`src/rtl/motor_fsm_pkg.sv`:
```
// rtl/motor_fsm_pkg.sv - state and direction definitions for the door motor controller
package motor_fsm_pkg;

  typedef enum logic [2:0] {
    IDLE,
    MOVE_DN,
    MOVE_UP,
    STOPPED,
    FAULT
  } motor_state_t;

  localparam logic DIR_DN = 1'b0;
  localparam logic DIR_UP = 1'b1;

  function automatic logic is_moving(input motor_state_t s);
    return (s == MOVE_DN) || (s == MOVE_UP);
  endfunction

endpackage

```
`src/rtl/motor_travel_timer.sv`:
```
// rtl/motor_travel_timer.sv - travel watchdog counter, used only when MOTOR_TIMEOUT_EN is defined
module motor_travel_timer #(
  parameter int unsigned TIMEOUT_CYCLES = 1024
) (
  input  logic clk,
  input  logic rst_n,
  input  logic clear,
  input  logic enable,
  output logic expired
);

  localparam int CW = (TIMEOUT_CYCLES > 1) ? $clog2(TIMEOUT_CYCLES) : 1;

  logic [CW-1:0] count_q;

  always_ff @(posedge clk or negedge rst_n) begin
    if (!rst_n) begin
      count_q <= '0;
    end else if (clear) begin
      count_q <= '0;
    end else if (enable && !expired) begin
      count_q <= count_q + 1'b1;
    end
  end

  assign expired = enable && (count_q == CW'(TIMEOUT_CYCLES - 1));

endmodule

```
`src/rtl/motor_fsm_ctrl.sv`:
```
// rtl/motor_fsm_ctrl.sv - single-door up/down motor FSM; MOTOR_TIMEOUT_EN adds a travel watchdog
module motor_fsm_ctrl
  import motor_fsm_pkg::*;
#(
  parameter int unsigned TIMEOUT_CYCLES = 1024
) (
  input  logic clk,
  input  logic rst_n,
  input  logic activate,
  input  logic up_limit,
  input  logic dn_limit,
  output logic motor_up,
  output logic motor_dn
);

  motor_state_t state_q, state_d;
  logic         last_dir_q, last_dir_d;
  logic         act_q;
  logic         cmd;
  logic         expired;

  assign cmd = activate & ~act_q;

`ifdef MOTOR_TIMEOUT_EN
  // Counter is held clear outside motion, so it starts from zero on every entry.
  motor_travel_timer #(
    .TIMEOUT_CYCLES(TIMEOUT_CYCLES)
  ) u_timer (
    .clk    (clk),
    .rst_n  (rst_n),
    .clear  (!is_moving(state_q)),
    .enable (is_moving(state_q)),
    .expired(expired)
  );
`else
  logic unused_timeout;
  assign unused_timeout = ^TIMEOUT_CYCLES;
  assign expired        = 1'b0;
`endif

  always_ff @(posedge clk or negedge rst_n) begin
    if (!rst_n) begin
      state_q    <= IDLE;
      last_dir_q <= DIR_DN;
      act_q      <= 1'b0;
      motor_up   <= 1'b0;
      motor_dn   <= 1'b0;
    end else begin
      state_q    <= state_d;
      last_dir_q <= last_dir_d;
      act_q      <= activate;
      motor_up   <= (state_d == MOVE_UP);
      motor_dn   <= (state_d == MOVE_DN);
    end
  end

  always_comb begin
    state_d    = state_q;
    last_dir_d = last_dir_q;
    if (up_limit && dn_limit) begin
      state_d = FAULT;
    end else begin
      case (state_q)
        IDLE: begin
          if (cmd) state_d = dn_limit ? MOVE_UP : MOVE_DN;
        end
        // Limit is checked first so it beats a same-cycle command or watchdog stop.
        MOVE_DN: begin
          if (dn_limit) begin
            state_d    = IDLE;
            last_dir_d = DIR_DN;
          end else if (cmd || expired) begin
            state_d    = STOPPED;
            last_dir_d = DIR_DN;
          end
        end
        MOVE_UP: begin
          if (up_limit) begin
            state_d    = IDLE;
            last_dir_d = DIR_UP;
          end else if (cmd || expired) begin
            state_d    = STOPPED;
            last_dir_d = DIR_UP;
          end
        end
        STOPPED: begin
          if (cmd) begin
            if (dn_limit)      state_d = MOVE_UP;
            else if (up_limit) state_d = MOVE_DN;
            else               state_d = (last_dir_q == DIR_UP) ? MOVE_DN : MOVE_UP;
          end
        end
        FAULT:   state_d = FAULT;
        default: state_d = FAULT;
      endcase
    end
  end

endmodule

```
`config.mk`:
```
export PLATFORM = sky130hd
export DESIGN_NAME = motor_fsm_ctrl
export DESIGN_NICKNAME = d
export VERILOG_FILES = /design/src/rtl/motor_fsm_pkg.sv /design/src/rtl/motor_travel_timer.sv /design/src/rtl/motor_fsm_ctrl.sv
export SDC_FILE = /design/constraint.sdc
export NUM_CORES = 1
export LEC_CHECK = 0
export ABC_AREA = 1
export BUFFER_PORTS_ARGS = -buffer_cell sky130_fd_sc_hd__buf_4
export CORE_AREA = 5 5 42 44
export CTS_BUF_LIST = sky130_fd_sc_hd__clkbuf_8
export CTS_CLUSTER_DIAMETER = 100
export CTS_CLUSTER_SIZE = 20
export DETAILED_ROUTE_END_ITERATION = 8
export DIE_AREA = 0 0 47 49
export HOLD_SLACK_MARGIN = 0.1
export PLACE_DENSITY_LB_ADDON = 0.1
export SYNTH_ARGS = -nofsm -noshare
export SYNTH_HDL_FRONTEND = slang
export SYNTH_SLANG_ARGS = --single-unit
export TNS_END_PERCENT = 50
```
`constraint.sdc`:
```
create_clock -name clk -period 1.1 [get_ports clk]
set_input_delay 0.11 -clock clk [delete_from_list [all_inputs] [get_ports clk]]
set_output_delay 0.11 -clock clk [all_outputs]
set_load 0.005 [all_outputs]
```
==> results_dict.tcl <==
set metrics [dict create \
    numClockSinks 7 \
    required_ns 1.25 \
    gp_congestion 0.8524 \
    overflow 0 \
    final_common_cell "nand2_1" \
    die_w_um 47 \
    num_vias 367 \
    fin_area_um2 614.3 \
    cts_tree "done" \
    violations "negative setup slack" \
    start_kind "register" \
    tightest_slew_ns 0.1630 \
    diodes 0 \
    cp-end-kind "register" \
    layout_common_cells "nand2_1, inv_1, buf_4" \
    coreArea_mm2 0.001401 \
    grt_pass1_vias 356 \
    fin_ws_ns -0.06541 \
    ys_top_cells_by_area "dfrtp_1, nand2_1, inv_1" \
    status "finished, violations left" \
    cp.arrival_ns 1.32 \
    yosysSeqAreaShare_pct 42.68 \
    cts.clk_slew.worst_paths_ns 0.04 \
    routed_wl_um 811 \
    path_class "register to register" \
    rsz0062_at_grt "true" \
    synth_top_area_share_pct 42.68 \
    drtIter0Drc 2 \
    antenna_found_initial 0 \
    period_needed_ns 1.165 \
    crit_fanout 5 \
    drc_errors 0 \
    yosys.area.top_type "dfrtp_1" \
    grt_max_degree 8 \
    drv_slew 0 \
    synth.distinct_cells 13 \
    finalClockSkew_ns 0.0005615 \
    htreeDepth 1 \
    fin_crit_sh_pct 105.9 \
    first_pass_iters 2 \
    cts_buffers 3 \
    total_leakage_power_nw 0.3246 \
    min_path_type "input port to register" \
    ctsRootBufferMaster "clkbuf_8" \
    avgViaCountPerCell 4.033 \
    cts.path.max_buffers 2 \
    dp_slack_ns -0.1039 \
    grt_pass1_wl_um 1435 \
    grt_usage_pct 8.511 \
    rows 14 \
    finalHoldViolations 0 \
    start_util_pct 29.29 \
    max_freq_mhz 858.1 \
    avgSynthCellArea_um2 6.956 \
    r2r_setup_slack_ns -0.07 \
    drive_gt1_share_pct 41.33 \
    synth_area_um2 410.4 \
    num_io_pins 7 \
    port_buffers 6 \
    clk_latency_ns 0.22 \
    finalPower_w 0.0006522 \
    synth_cells 59 \
    antenna_left 0 \
    finish.utilization_pct 43.84 \
    post_drt_wl_per_cell_um 8.912 \
    cellPowerDensity_mw_per_mm2 1062 \
    drv_cap 0 \
    peakVddDrop_uv 762.9 \
    final_nets 81 \
    yosys_warnings 0 \
    die_h_um 49 \
    place_area_um2 510.5 \
    slew_headroom_pct 89.09 \
    setup_viol 4 \
    die-area_mm2 0.002303 \
    synth_seq_cells 7 \
    dpl.hpwl_um 680.8 \
    synth_nets 64 \
    cts_setup_buffers 0 \
    syn_to_final_growth_pct 49.69 \
]
[final timing paths]
check / startpoint / end / cells after the start
setup reg to reg: state_q[1]$_DFF_PN0_ / motor_up$_DFF_PN0_ / 7
hold reg to reg: last_dir_q$_DFFE_PN0P_ / last_dir_q$_DFFE_PN0P_ / 2
setup / recovery: state_q[1]$_DFF_PN0_ / motor_up$_DFF_PN0_ / 7
hold / removal: up_limit / motor_up$_DFF_PN0_ / 4
min in group asynchronous: rst_n / motor_dn$_DFF_PN0_ / 2
max in group asynchronous: rst_n / state_q[2]$_DFF_PN0_ / 2
[synth_stat cells (all sizes together)]
cell / count
nand3: 4
o21ai: 1
dfrtp: 7
inv: 11
nand2: 25
nor2: 8
nor2b: 1
nand4: 1
a21oi: 1
[kinds of logic (layout without fill, tap and decap cells)]
family                 count (synthesis)  count (layout)  share of synthesized area, %
AO/OA/AOI/OAI                          2               2                         2.437
buffers and inverters                 11              27                         10.06
flip-flops                             7               7                         42.68
AND/OR/NAND/NOR                       39              39                         44.82
[sequential cells by signal (all words and copies together) (netlist names)]
register / count
motor_up: 1
state_q: 3
act_q: 1
motor_dn: 1
last_dir_q: 1
[where the power goes]
| group | leakage [nW] | internal (W) | switching [W] |
|---|---|---|---|
| Sequential | 0.0834 | 0.000265 | 0.00000238 |
| Combinational | 0.214 | 0.0000229 | 0.0000251 |
| Clock | 0.0269 | 0.000240 | 0.0000969 |
[layer usage]
metal	wire (um)	global-route usage, %	up-vias
met1	385	10.79	158
met3	6	2.214	0
met4	0	5.530	0
li1	-	-	207
met5	0	0	-
met2	418	12.22	2
[area by class of cell]
class / count / area [um^2]
Fill cell: 150 / 787.0
Multi-Input combinational cell: 41 / 226.5
Sequential cell: 7 / 178.9
Timing Repair Buffer: 12 / 102.6
Clock buffer: 3 / 41.29
Inverter: 11 / 41.29
Tap cell: 16 / 20.02
Clock inverter: 1 / 3.754
[metrics by stage]
step | setup TNS, ns | std cells | hold slack, ns
global route | -0.4743 | 91 | 0.2539
finish | -0.1901 | 91 | 0.2274
global placement | -0.2493 | 85 | -0.07239
CTS | -0.1751 | 91 | 0.2054
detailed placement | -0.2621 | 85 | -0.07264
floorplan | -0.005859 | 59 | -0.1856
[critical path, stage by stage, from the launching register on]
cell and delay [ns]:
dfrtp_2 0.45, nor2_4 0.16, nand3_1 0.09, nand2_1 0.09, nand2_1 0.08, nand2_4 0.10
nand2_4 0.05, nor2_2 0.07
[repair_timing]
| item | CTS | global route |
|---|---|---|
| pin swaps | 6 | 4 |
| setup endpoints to repair | 4 | 5 |
| gates resized for setup | 5 | 9 |
| endpoints found under the hold margin | 8 | 0 |
| hold buffers | 2 | 0 |
No activity file was read; power rests on OpenSTA's default activity.
